### src/rtl/decomp_pkg.sv
// Shared types and defaults for the compressed instruction fetch queue.
// Entries pair a fetched word with the address it was fetched from.
package decomp_pkg;

    localparam int XLEN = 32;

    localparam logic [XLEN-1:0] PCADD_DEF = 32'h4;
    localparam logic [XLEN-1:0] RESET_PC_DEF = 32'h0000_0000;

    typedef enum logic {
        IDLE = 1'b0,
        RUN  = 1'b1
    } fetch_state_t;

    typedef struct packed {
        logic [XLEN-1:0] instr;
        logic [XLEN-1:0] pc;
    } fetch_entry_t;

endpackage

### src/rtl/fetch_fifo_mem.sv
// Entry storage for the fetch queue: one write port, asynchronous head read.
// Contents need no reset; the top only exposes entries below count.
module fetch_fifo_mem
    import decomp_pkg::*;
#(
    parameter  int DEPTH = 4,
    localparam int AW    = $clog2(DEPTH)
) (
    input  logic         clk,
    input  logic         we,
    input  logic [AW-1:0] waddr,
    input  fetch_entry_t wdata,
    input  logic [AW-1:0] raddr,
    output fetch_entry_t rdata
);

    fetch_entry_t mem [DEPTH];

    // Write the returned word into the slot at the write pointer.
    always_ff @(posedge clk) begin
        if (we) begin
            mem[waddr] <= wdata;
        end
    end

    assign rdata = mem[raddr];

endmodule

### src/rtl/compressed_fetch_queue.sv
// Prefetch queue ahead of the decompressor: issues sequential reads,
// buffers returned words and restarts cleanly on a redirect.
module compressed_fetch_queue
    import decomp_pkg::*;
#(
    parameter  int              WIDTH    = XLEN,
    parameter  logic [WIDTH-1:0] PCADD    = PCADD_DEF,
    parameter  int              DEPTH    = 4,
    parameter  logic [WIDTH-1:0] RESET_PC = RESET_PC_DEF,
    localparam int              AW       = $clog2(DEPTH),
    localparam int              CW       = AW + 1
) (
    input  logic             clk,
    input  logic             reset,
    input  logic             redirect,
    input  logic [WIDTH-1:0] redirectPC,
    input  logic             consume,
    output logic             memReq,
    output logic [WIDTH-1:0] memAddr,
    input  logic [WIDTH-1:0] memRdata,
    output logic             fetchValid,
    output logic [WIDTH-1:0] fetchInstr,
    output logic [WIDTH-1:0] fetchPC,
    output logic [CW-1:0]    count
);

    fetch_state_t     state;
    fetch_state_t     state_n;
    logic             pending;
    logic [AW-1:0]    wr_ptr;
    logic [AW-1:0]    rd_ptr;
    logic [CW-1:0]    count_q;
    logic [WIDTH-1:0] next_pc;
    logic [WIDTH-1:0] req_pc;
    logic [CW:0]      inflight;
    logic             issue;
    logic             push;
    logic             pop;
    fetch_entry_t     wr_entry;
    fetch_entry_t     head;

    // Entries held plus the one read in flight must fit in the FIFO.
    assign inflight = {1'b0, count_q} + (CW+1)'(pending);
    assign issue    = reset & ~redirect & (inflight < (CW+1)'(DEPTH));
    assign push     = pending & (state == RUN) & ~redirect;
    assign pop      = consume & (count_q != '0) & ~redirect;

    assign wr_entry = '{instr: memRdata, pc: req_pc};

    fetch_fifo_mem #(
        .DEPTH(DEPTH)
    ) u_mem (
        .clk  (clk),
        .we   (push),
        .waddr(wr_ptr),
        .wdata(wr_entry),
        .raddr(rd_ptr),
        .rdata(head)
    );

    // Fetch state moves to RUN on the first issue, back to IDLE on redirect.
    always_comb begin
        state_n = state;
        unique case (state)
            IDLE: if (issue) state_n = RUN;
            RUN:  if (redirect) state_n = IDLE;
            default: state_n = IDLE;
        endcase
    end

    // State register.
    always_ff @(posedge clk or negedge reset) begin
        if (!reset) begin
            state <= IDLE;
        end else begin
            state <= state_n;
        end
    end

    // Pointers, occupancy, request tracking and fetch address.
    always_ff @(posedge clk or negedge reset) begin
        if (!reset) begin
            next_pc <= RESET_PC;
            req_pc  <= '0;
            pending <= 1'b0;
            wr_ptr  <= '0;
            rd_ptr  <= '0;
            count_q <= '0;
        end else if (redirect) begin
            next_pc <= redirectPC;
            pending <= 1'b0;
            wr_ptr  <= '0;
            rd_ptr  <= '0;
            count_q <= '0;
        end else begin
            pending <= issue;
            if (issue) begin
                next_pc <= next_pc + PCADD;
                req_pc  <= next_pc;
            end
            if (push) wr_ptr <= wr_ptr + 1'b1;
            if (pop)  rd_ptr <= rd_ptr + 1'b1;
            count_q <= count_q + CW'(push) - CW'(pop);
        end
    end

    // The credit check must make a push into a full queue impossible.
    always_ff @(posedge clk) begin
        if (reset && push) begin
            assert (count_q != CW'(DEPTH));
        end
    end

    assign memReq     = issue;
    assign memAddr    = next_pc;
    assign count      = count_q;
    assign fetchValid = (count_q != '0);
    assign fetchInstr = fetchValid ? head.instr : '0;
    assign fetchPC    = fetchValid ? head.pc : '0;

endmodule

### config.mk
export PLATFORM = sky130hd
export DESIGN_NAME = compressed_fetch_queue
export DESIGN_NICKNAME = d
export VERILOG_FILES = /design/src/rtl/decomp_pkg.sv /design/src/rtl/fetch_fifo_mem.sv /design/src/rtl/compressed_fetch_queue.sv
export SDC_FILE = /design/constraint.sdc
export NUM_CORES = 1
export LEC_CHECK = 0
export ABC_AREA = 1
export BUFFER_PORTS_ARGS = -buffer_cell sky130_fd_sc_hd__buf_2
export CAP_MARGIN = 0
export CORE_MARGIN = 4
export CORE_UTILIZATION = 38
export DETAILED_ROUTE_END_ITERATION = 16
export GPL_TIMING_DRIVEN = 0
export PLACE_DENSITY_LB_ADDON = 0.25
export SLEW_MARGIN = 20
export SYNTH_ARGS = -nofsm -noshare
export SYNTH_HDL_FRONTEND = slang
export SYNTH_SLANG_ARGS = --single-unit
export TNS_END_PERCENT = 100
### constraint.sdc
create_clock -name clk -period 4 [get_ports clk]
set_clock_uncertainty 0.05 [all_clocks]
set_input_delay 0.4 -clock clk [delete_from_list [all_inputs] [get_ports clk]]
set_output_delay 0.4 -clock clk [all_outputs]
set_load 0.02 [all_outputs]
* Word-level counts from Yosys, hierarchy flattened
Memories as Yosys holds them, arrays and structs flattened. Cells that the tools add are included.
Storage, ports and cells: register bits 73, input bits 68, memories 1, memory bits (writable) 256, logic and storage cells 43
Memory list:
- u_mem.mem | depth 4, width 64, read ports 1, clocked after memory_dff 0, wr ports 1, line fetch_fifo_mem.sv:17 | fetch_entry_t mem [DEPTH];
Operators by class: $add $sub $neg 6, $lt $le $gt $ge 1, reduce and logical (&&, ||, !) cells 5, bitwise operators 8, multiplexer cells 15
Operator list (count):
- 32-bit two-way mux | 4
- 32-bit by 3-bit adder with 32-bit output, second input constant | 1
- 2-bit two-way mux | 4
- 1-bit bitwise AND | 6
- 2-bit nonzero test | 3
- 1-bit two-way mux | 5
- 2-bit by 1-bit adder with 2-bit output, second input constant | 2
- 3-bit by 1-bit adder with 4-bit output | 1
- 4-bit by 3-bit less-than comparator with 1-bit output, second input constant | 1
- 3-bit by 1-bit adder with 3-bit output | 1
- 3-bit two-way mux | 1
- 3-bit nonzero test | 1
- 3-bit by 1-bit subtractor with 3-bit output | 1
- 1-bit inverter | 2
- 1-bit case mux with 2 select lines | 1
- 2-bit AND reduction | 1

* Logic depth before layout (Yosys ltp)
depth after elaboration 5, depth in mapped cells 11

* Modules after synthesis
Synthesis repeated with hierarchy kept, for this count alone.
Unflattened totals: cell total of the unflattened synthesis 1703, area, all modules 15329.7 um^2
By module, submodules not included:
- fetch_fifo_mem | times used 1, area each 10761.6 um^2, cells an instance 1010
- compressed_fetch_queue | times used 1, area each 4568.1 um^2, cells an instance 693

* Worst setup path after synthesis
Ideal clock, no wire load.
path type input to register, from in redirect, to mem u_mem.mem[0][0] in the netlist's numbering (enable), stages 4, arrival time 3460 ps, buffers on the path 1, slack 4 ps, path through buf_2 > inv_2 > nand3_1 > nor2_1
On the way: cells in the longest elaborated chain, start to end 4
RTL lines:
- start, declared | line compressed_fetch_queue.sv:15 | input logic redirect,
- 1-bit inverter (no line)
- 1-bit bitwise AND | line compressed_fetch_queue.sv:45 | assign push = pending & (state == RUN) & ~redirect;
- 1-bit two-way mux | line fetch_fifo_mem.sv:21 | if (we) begin
- 1-bit two-way mux (implied by the code) | line fetch_fifo_mem.sv:22 | mem[waddr] <= wdata;
- end, declared | line fetch_fifo_mem.sv:17
Every way passes these cells.

* Worst setup path in the final report
from reg count_q[2], in the netlist count[2], to out fetchPC[16]
On the way: cells in the longest elaborated chain, start to end 2
RTL lines:
- start, declared | line compressed_fetch_queue.sv:32 | logic [CW-1:0] count_q;
- start signal, assigned | line compressed_fetch_queue.sv:103 | count_q <= count_q + CW'(push) - CW'(pop);
- 3-bit nonzero test | line compressed_fetch_queue.sv:117 | assign fetchValid = (count_q != '0);
- 32-bit two-way mux | line compressed_fetch_queue.sv:119 | assign fetchPC = fetchValid ? head.pc : '0;
- end, declared | line compressed_fetch_queue.sv:23 | output logic [WIDTH-1:0] fetchPC,
Every way passes these cells.

==> flow_summary.toml <==
[timing]
period_minus_slack_ns = 3.160
whs_ns = 0.04699
hold_viol = 0
period_share = 0.7901
rsz0062_at_grt = "no"
slew_violations = 0
worstMarginPinSlew_ns = 0.6453
maxSlewHeadroom = 0.5698
fmax_mhz = 316.4
setup_viol = 0

[place]
globalplace.congestion = 0.9185
placed_cell_area_um2 = 15640
dp_hpwl_um = 24740
port_buffers = 167

[critical_path]
cp-end-kind = "output port"
reg2reg_depth = 11
worstPathArrival_ns = 2.71
crit_start = "count[2]$_DFF_PN0_"
crit_type = "register to output port"
critPathMaxFanout = 10
cp.required_ns = 3.55
rr_startpoint = "count[2]$_DFF_PN0_"
start_kind = "register"

[clock_network]
cts_inserted_buffers = 36
insertion_delay_ns = 0.50
cts_sinks = 329
clockRootBuffer = "clkbuf_16"
cts_max_level = 2
cts_tree = "done"
clkSlewWorstSetupHoldPaths_ns = 0.06
cts_resized = 0
ctsLongestPathBuffers = 3

[drt]
drc = 0
drt_first_pass_iters = 5
wl_um = 35430
vias_per_cell = 4.897
first_iter_violations = 521
wl_per_cell_um = 17.56
dr_total_vias = 9883
antenna_left = 0

[synthesis]
synth.area.mux_share = 0
ys_warn_count = 0
ys_seq_area_frac = 0.6855
yosys-top-cells-count = "297 x nor2_1, 256 x edfxtp_1, 191 x nand2_1, 155 x o21ai_0, 79 x nand3_1"
synth_compound_area_frac = 0.08655
synthesis.nets = 1388
yosys.area.top_type_share = 0.5539
syn_inst = 1311
yosysMostFrequentCell = "nor2_1"
ys_ff_latch = 329
synth_area_leaders = "edfxtp_1 55%, dfrtp_1 13%, nor2_1 8.0%"
synth_top_area_cell = "edfxtp_1"
synthAdderAreaFrac = 0.008655
synth-xor-area-share = 0.004418
synth_edf_count = 256
synth_area_um2 = 13880
ys.flop_type = "edfxtp_1"
ys_types = 26
synth_top_family_by_area = "simple AND/OR/NAND/NOR gates"
syn_avg_cell_area_um2 = 10.59
yosys.area_share.simple = 0.1735
async_reset_ff_frac = 0.2219

[floorplanning]
dieHeight_um = 199.1
die_w_um = 199.1
die_area_um2 = 39640
rows = 69
initial_core_util = 0.3874
core_area_um2 = 35830
pin_count = 169

[pwr]
combPwrFrac = 0.252
power.leakage_uw = 0.006722
p_clk_frac = 0.313
powerDensity_nw_per_um2 = 595.6
p_int_uw = 6617
seq_power_share = 0.435
swShare = 0.3372
power_switching_uw = 3367
ir_drop_mv = 0.2634

[worst_hold_path]
hold_path.class = "primary input to register"
min-delay-start = "redirectPC[2]"
whs_path_depth = 3

[global_route]
gr-total-overflow = 0
grt_pass1_wl_um = 54640
grt.total_usage = 0.1775
antenna_found_initial = 0
grt_pass1_vias = 9771
grt_max_degree = 47

[layout]
drive_gt1_frac = 0.1864
areaGrowthSynthToFinish_pct = 20.77
fill_cells = 3323
finalInstanceArea_um2 = 16760
final_nets = 1607

[run]
cap_violations = 0

[status]
status = "complete, no violations"
final cells by class:
cell class	instances	area, um2	share of cell area
clock buffers	47	973.4	0.05808
plain buffers	70	321.6	0.01918
well taps	461	576.8	0.03441
multi-input cells	845	3821	0.2280
clock inverters	17	138.9	0.008286
inverters	67	251.5	0.01500
diodes	1	2.502	0.0001493
flip-flops and latches	329	9514	0.5676
repair buffers	181	1161	0.06927
per-stage QoR:
step	std cells	setup slack [ns]	utilization	setup TNS (ns)	power [uW]
6_report	2018	0.8397	0.4678	0	9983
5_1_grt	2017	0.6595	0.4677	0	10520
4_1_cts	2017	0.7535	0.4677	0	10100
3_5_place_dp	1952	1.288	0.4364	0	6965
3_3_place_gp	1939	-2.211	0.4268	-553.58	6912
2_1_floorplan	1311	0.003882	-	0	5863
worst paths after layout:
check	end	slack, ns
max reg2reg	count[2]$_DFF_PN0_	1.36
min in group asynchronous	memAddr[1]$_DFFE_PN0P_	0.32
max	fetchPC[16]	0.84
max in group asynchronous	rd_ptr[0]$_DFFE_PN0P_	3.00
min	memAddr[2]$_DFFE_PN0P_	0.05
min reg2reg	u_mem.mem[2][24]$_DFFE_PP_	0.47
power by group through the flow:
stage                     logic, uW  registers, uW  clock network [uW]
after global placement         2520           4400                   0
after floorplan                1500           4370                   0
after global routing           2790           4390                3340
after CTS                      2570           4340                3200
after detailed placement       2560           4410                   0
final                          2520           4340                3120
critical path, cell delays in order (launching register included):
cell	delay, ns
dfrtp_1	0.43
nor3_1	0.53
clkbuf_1	0.55
buf_2	0.38
a21oi_1	0.13
buf_2	0.19
state kept, by name (all words and copies together), names as in the netlist:
| name | cells |
|---|---|
| count | 3 |
| memAddr | 32 |
| pending | 1 |
| rd_ptr | 2 |
| req_pc | 32 |
| state | 1 |
| u_mem.mem | 256 |
| wr_ptr | 2 |
placed cells by master, fill, tap and decap left out, drive strengths merged, types with 2 or more instances in the layout:
| cell type | instances |
|---|---|
| nor2 | 308 |
| edfxtp | 256 |
| buf | 228 |
| nand2 | 197 |
| o21ai | 171 |
| nand3 | 79 |
| dfrtp | 73 |
| a21oi | 69 |
| clkbuf | 69 |
| inv | 68 |
| clkinv | 11 |
| ha | 8 |
| xor2 | 5 |
| and2 | 3 |
| clkinvlp | 3 |
| xnor2 | 2 |
| bufinv | 2 |
kinds of logic (layout without fill, tap and decap cells):
kind of cell,after synthesis,count (layout)
compound gates,240,240
xor+xnor,7,7
fa+ha+maj,9,9
buf+inv,137,382
flops,329,329
other cells,0,1
simple gates,589,589
what timing repair did:
item                      CTS  global route
buffers inserted            0             0
hold endpoints to repair   28             0
hold buffers                1             0
layer usage:
metal / routed length [um] / track usage / share of wire / up-vias
li1: - / - / - / 4893
met1: 16320 / 0.2511 / 0.46 / 4657
met2: 16440 / 0.2906 / 0.46 / 279
met3: 1849 / 0.02462 / 0.052 / 54
met4: 818 / 0.04737 / 0.023 / 0
met5: 0 / 0 / 0 / -
No activity file was read; power rests on OpenSTA's default activity.
